$ cat src/rtl/branch_predictor_pkg.sv
// Shared definitions for the branch predictor: BTB entry type codes,
// saturating-counter constants and the resolved-branch type encoder.
package branch_predictor_pkg;

    typedef enum logic [1:0] {
        BTB_COND = 2'd0,
        BTB_JMP  = 2'd1,
        BTB_CALL = 2'd2,
        BTB_RET  = 2'd3
    } btb_type_e;

    localparam logic [1:0] CTR_RESET = 2'b01;
    localparam logic [1:0] CTR_ALLOC = 2'b10;

    function automatic btb_type_e btb_type_from_flags(input logic is_call,
                                                      input logic is_ret,
                                                      input logic is_jmp);
        if (is_call)     return BTB_CALL;
        else if (is_ret) return BTB_RET;
        else if (is_jmp) return BTB_JMP;
        else             return BTB_COND;
    endfunction

endpackage

$ cat src/rtl/branch_ras.sv
// Return address stack: circular buffer with a saturating occupancy count,
// so pushes at full silently overwrite the oldest return address.
module branch_ras
    import branch_predictor_pkg::*;
#(
    parameter int DEPTH = 8
) (
    input  logic                     clk_i,
    input  logic                     rst_i,
    input  logic                     push,
    input  logic                     pop,
    input  logic [31:0]              push_value,
    output logic [31:0]              top_o,
    output logic [$clog2(DEPTH):0]   count_o
);

    localparam int PTR_W = $clog2(DEPTH);
    localparam int CNT_W = PTR_W + 1;

    logic [31:0]      entries [DEPTH];
    logic [PTR_W-1:0] ptr;
    logic [CNT_W-1:0] count;

    // ptr names the next free slot; when full it also names the oldest entry
    always_ff @(posedge clk_i or posedge rst_i) begin
        if (rst_i) begin
            ptr   <= '0;
            count <= '0;
        end else if (push) begin
            ptr <= ptr + PTR_W'(1);
            if (count != CNT_W'(DEPTH))
                count <= count + CNT_W'(1);
        end else if (pop && (count != '0)) begin
            ptr   <= ptr - PTR_W'(1);
            count <= count - CNT_W'(1);
        end
    end

    always_ff @(posedge clk_i) begin
        if (push && !rst_i)
            entries[ptr] <= push_value;
    end

    assign top_o   = entries[ptr - PTR_W'(1)];
    assign count_o = count;

endmodule

$ cat src/rtl/branch_predictor.sv
// Direct-mapped BTB with 2-bit counters plus a return address stack;
// combinational lookup from fetch_pc_i, updates from resolved branches.
module branch_predictor
    import branch_predictor_pkg::*;
#(
    parameter int NUM_BTB_ENTRIES = 16,
    parameter int NUM_RAS_ENTRIES = 8,
    parameter int ENABLE          = 1
) (
    input  logic        clk_i,
    input  logic        rst_i,
    input  logic        branch_request_i,
    input  logic        branch_is_taken_i,
    input  logic        branch_is_not_taken_i,
    input  logic [31:0] branch_source_i,
    input  logic [31:0] branch_pc_i,
    input  logic        branch_is_call_i,
    input  logic        branch_is_ret_i,
    input  logic        branch_is_jmp_i,
    input  logic [31:0] fetch_pc_i,
    output logic [31:0] next_pc_o,
    output logic        next_taken_o
);

    localparam int IDX   = $clog2(NUM_BTB_ENTRIES);
    localparam int TAG_W = 30 - IDX;
    localparam int CNT_W = $clog2(NUM_RAS_ENTRIES) + 1;

    function automatic logic [1:0] ctr_inc(input logic [1:0] c);
        return (c == 2'b11) ? c : c + 2'b01;
    endfunction

    function automatic logic [1:0] ctr_dec(input logic [1:0] c);
        return (c == 2'b00) ? c : c - 2'b01;
    endfunction

    logic              btb_valid  [NUM_BTB_ENTRIES];
    logic [1:0]        btb_ctr    [NUM_BTB_ENTRIES];
    logic [TAG_W-1:0]  btb_tag    [NUM_BTB_ENTRIES];
    logic [31:0]       btb_target [NUM_BTB_ENTRIES];
    btb_type_e         btb_type   [NUM_BTB_ENTRIES];

    logic [IDX-1:0]    fetch_idx, upd_idx;
    logic [TAG_W-1:0]  fetch_tag, upd_tag;
    logic              fetch_hit, upd_hit, pred_taken;
    logic              upd_taken, upd_not_taken;
    btb_type_e         upd_type;
    logic [31:0]       ras_top;
    logic [CNT_W-1:0]  ras_count;
    logic [31:0]       fetch_pc_plus4;
    logic              unused_bits;

    assign unused_bits = &{1'b0, fetch_pc_i[1:0], branch_source_i[1:0]};

    assign fetch_idx = fetch_pc_i[IDX+1:2];
    assign fetch_tag = fetch_pc_i[31:IDX+2];
    assign upd_idx   = branch_source_i[IDX+1:2];
    assign upd_tag   = branch_source_i[31:IDX+2];

    assign fetch_hit = btb_valid[fetch_idx] && (btb_tag[fetch_idx] == fetch_tag);
    assign upd_hit   = btb_valid[upd_idx] && (btb_tag[upd_idx] == upd_tag);

    assign upd_taken     = branch_request_i && branch_is_taken_i;
    assign upd_not_taken = branch_request_i && branch_is_not_taken_i;
    assign upd_type      = btb_type_from_flags(branch_is_call_i, branch_is_ret_i,
                                               branch_is_jmp_i);

    // Valid and counter fields carry the reset state; the rest is payload
    always_ff @(posedge clk_i or posedge rst_i) begin
        if (rst_i) begin
            for (int i = 0; i < NUM_BTB_ENTRIES; i++) begin
                btb_valid[i] <= 1'b0;
                btb_ctr[i]   <= CTR_RESET;
            end
        end else if (upd_taken) begin
            if (upd_hit) begin
                btb_ctr[upd_idx] <= ctr_inc(btb_ctr[upd_idx]);
            end else begin
                btb_valid[upd_idx] <= 1'b1;
                btb_ctr[upd_idx]   <= CTR_ALLOC;
            end
        end else if (upd_not_taken && upd_hit) begin
            btb_ctr[upd_idx] <= ctr_dec(btb_ctr[upd_idx]);
        end
    end

    // Tag is rewritten on a hit too; it is unchanged then, which keeps the enable simple
    always_ff @(posedge clk_i) begin
        if (upd_taken && !rst_i) begin
            btb_tag[upd_idx]    <= upd_tag;
            btb_target[upd_idx] <= branch_pc_i;
            btb_type[upd_idx]   <= upd_type;
        end
    end

    branch_ras #(
        .DEPTH (NUM_RAS_ENTRIES)
    ) u_ras (
        .clk_i      (clk_i),
        .rst_i      (rst_i),
        .push       (branch_request_i && branch_is_call_i),
        .pop        (branch_request_i && branch_is_ret_i),
        .push_value (branch_source_i + 32'd4),
        .top_o      (ras_top),
        .count_o    (ras_count)
    );

    assign fetch_pc_plus4 = fetch_pc_i + 32'd4;
    assign pred_taken = (ENABLE != 0) && fetch_hit &&
                        ((btb_type[fetch_idx] != BTB_COND) || btb_ctr[fetch_idx][1]);

    always_comb begin
        next_taken_o = pred_taken;
        next_pc_o    = fetch_pc_plus4;
        if (pred_taken) begin
            if ((btb_type[fetch_idx] == BTB_RET) && (ras_count != '0))
                next_pc_o = ras_top;
            else
                next_pc_o = btb_target[fetch_idx];
        end
    end

endmodule

$ cat config.mk
export PLATFORM = sky130hd
export DESIGN_NAME = branch_predictor
export DESIGN_NICKNAME = d
export VERILOG_FILES = /design/src/rtl/branch_predictor_pkg.sv /design/src/rtl/branch_ras.sv /design/src/rtl/branch_predictor.sv
export SDC_FILE = /design/constraint.sdc
export NUM_CORES = 2
export LEC_CHECK = 0
export BUFFER_PORTS_ARGS = -buffer_cell sky130_fd_sc_hd__clkbuf_2
export CAP_MARGIN = 0
export CELL_PAD_IN_SITES_DETAIL_PLACEMENT = 1
export CELL_PAD_IN_SITES_GLOBAL_PLACEMENT = 2
export CORE_MARGIN = 2
export CORE_UTILIZATION = 30
export DETAILED_ROUTE_END_ITERATION = 6
export GPL_TIMING_DRIVEN = 0
export PLACE_DENSITY = 0.53
export SLEW_MARGIN = 10
export SYNTH_ARGS = -nofsm -noshare
export SYNTH_HDL_FRONTEND = slang
export SYNTH_HIERARCHICAL = 1
export SYNTH_SLANG_ARGS = --single-unit
$ cat constraint.sdc
create_clock -name clk_i -period 8.7 [get_ports clk_i]
set_input_delay 2.175 -clock clk_i [delete_from_list [all_inputs] [get_ports clk_i]]
set_output_delay 2.175 -clock clk_i [all_outputs]
set_load 0.02 [all_outputs]
==> impl_metrics.ini <==
[floorplan]
core_mm2 = 0.183
dieArea_mm2 = 0.187
floorplan.initialDensity_pct = 30.2
design.portCount = 137
die_width_um = 433
rows = 157
die-height_um = 433

[power_and_ir_drop]
total_leakage_power_nw = 21.1
power.ir.vdd_worst_uv = 215
fin_total_pwr_mw = 15.5
pwr_density_cell_mw_per_mm2 = 235

[sta]
final_min_period_over_clock_period_pct = 99.9
layout_min_cycle_time_ns = 8.69
tightest_slew_ns = 1.38
fmax_mhz = 115
worst_relative_slew_slack_pct = 8.17
finalMaxSlewViolations = 0
rsz0062_at_grt = false
worst_clock_skew_ns = 0.0321
hold_violations = 0
setup-tns-final_ns = 0
post-route-worst-setup-slack_ns = 0.0115
setup_violation_total_in_the_final_timing_report = 0
hold_ws_ns = 0.486

[critical_path]
criticalPathCategory = in2out
worstPathRequired_ns = 6.53
critPathCaptureType = output pin
worst_r2r_path_depth = 11
critical_path_arrival_ns = 6.51
timing.critical_path.fanout_max = 10
critical_path_source_type = input port

[layout]
seq_cell_area_mm2 = 0.0379
layout_commonest_cell = edfxtp_1
fraction_of_final_layout_cells_with_drive_strength_greater_than_1_pct = 34.9
layout.filler_cells = 17800
final_cell_area_mm2 = 0.0658
multiInputGateArea_mm2 = 0.0164
areaGrowthSynthToFinish_pct = 19.5
fin_cells = 5560
layout.core_utilization_pct = 36.0
mostFrequentLayoutCells = edfxtp_1 (1,216), mux4_2 (409), clkbuf_2 (149), clkbuf_16 (149)
num-nets-final = 3169

[global_route]
grt_antenna_before_repair = 15
use_met2_pct = 36.8
groute.layer.met3.usage_pct = 3.19
globalRoute.busiestLayer = met2
use_met1_pct = 29.7
grt_pass1_wl_um = 281000
grt_overflow = 0
grt_start_max_net_pins = 26
grt.total_usage_pct = 22.1
vias_in_the_first_global_route = 32400

[cts]
tritoncts.num_buffers = 146
cts_tree = yes
clkLatencyLatePin_ns = 0.80
numClockSinks = 1271
clk_pin_slew_ns = 0.05
cts_hold_buffers = 0
clk_path_buf_depth = 3
ctsHtreeMaxLevel = 4
cts_root_buffer = clkbuf_16

[placement]
gp_routability_congestion = 0.881
dp.cells = 5292
place_worst_setup_slack_ns = -1.97
hpwlAfterDp_um = 149000
numPortBuffers = 133
area_post_placement_mm2 = 0.0608

[synthesis]
netlist_area_pre_place_mm2 = 0.0551
dominantRegCellSynth = edfxtp_1
synth_edf_count = 1216
synth_largest_type_area_fraction_pct = 66.3
synth_area_leader_cell = edfxtp_1
yosysWarningCount = 6
synth.ff_latch_count = 1271
sequential_fraction_of_the_synthesis_area_pct = 68.8
synthesis.instances = 2683
yosys.cell_types.count = 65
syn_area_per_cell_um2 = 20.5
syn-num-nets = 2797
asyncSetResetFlopFracSynth_pct = 4.33
synth_area_leaders = edfxtp_1 (66%), mux4_2 (17%), mux4_1 (3.0%)

[detailed_routing]
remaining_drc_errors = 0
viasPerCell = 5.51
routed_wirelength_normalized_by_instance_count_um = 37.2
detailedRoute.firstPassIterationCount = 5
vias = 30600
drt.antenna.violating_nets = 0
detail_route.wirelength_um = 207000
dr.first_iter.drc_count = 3314

[worst_hold_path]
min-delay-path-class = reg2reg
holdPathStages = 1

[run_status]
status = complete, no violations

[job]
cap_violations = 0
[where the power goes]
group	switching [mW]	total, mW	leakage, nW	internal [mW]
Clock	2.61	6.12	2.29	3.50
Combinational	1.48	2.50	7.29	1.01
Sequential	0.0574	6.88	11.5	6.82
[logic make-up after synthesis]
logic type               share of synthesized area, %
multiplexers                                     22.4
buffers and inverters                            1.84
AND/OR/NAND/NOR                                  2.55
AO/OA/AOI/OAI                                    2.43
XOR/XNOR                                         1.75
adder cells (fa/ha/maj)                         0.241
flip-flops                                       68.8
[final cells by class]
| type | count | share of cell area [%] |
|---|---|---|
| well taps | 2385 | 4.53 |
| multi-input cells | 1206 | 24.9 |
| diodes | 1 | 0.00380 |
| plain buffers | 165 | 1.57 |
| clock inverters | 88 | 1.35 |
| repair buffers | 225 | 3.91 |
| clock buffers | 179 | 5.85 |
| flip-flops and latches | 1271 | 57.6 |
| inverters | 40 | 0.228 |
[flip-flops by register name, summed over array words and instances (netlist names)]
name,count
btb_target,512
btb_tag,416
u_ras/entries,256
btb_ctr,32
btb_type,32
btb_valid,16
u_ras/count_o,4
u_ras/ptr,3
[path summary, 6_finish.rpt]
check / startpoint / end / slack, ns
hold / removal: btb_ctr[14] / btb_ctr[14] / 0.49
hold reg to reg: btb_ctr[14] / btb_ctr[14] / 0.49
setup reg to reg: btb_tag[8][21] / btb_ctr[5] / 3.88
min in group asynchronous: rst_i / u_ras/count_o[0] / 1.40
setup / recovery: fetch_pc_i[5] / next_pc_o[12] / 0.01
max in group asynchronous: rst_i / btb_ctr[0] / 6.51
[cells in the mapped netlist (33+ instances only)]
master       n
mux2i_1     60
edfxtp_1  1216
inv_1       39
mux2_2      76
xnor2_1     77
dfrtp_1     39
buf_2       50
mux4_2     409
nor2_1      86
xor2_1      33
clkbuf_1    66
nand2_1     65
nand3_1     53
a21oi_1     47
mux4_1      63
[metal layers]
layer / up-vias / routed length [µm]
met1: 17100 / 86900
met3: 285 / 11500
met2: 1138 / 101000
met5: - / 63
li1: 12100 / -
met4: 12 / 7220
[critical path, cell delays in order]
cell and delay [ns]:
clkbuf_2 0.11, clkbuf_2 0.48, clkbuf_1 0.95, mux4_2 0.47
xnor2_2 0.31, nand4_1 0.28, nor3_4 0.32, nand4b_4 0.26
buf_2 0.30, buf_2 0.24, a21oi_1 0.33, clkbuf_2 0.25
[repair_timing]
| action | CTS | global route |
|---|---|---|
| gates resized for setup | 76 | 7 |
| setup buffers | 1 | 0 |
| pin swaps | 2 | 1 |
| setup endpoints to repair | 33 | 13 |
No activity file was read; power rests on OpenSTA's default activity.
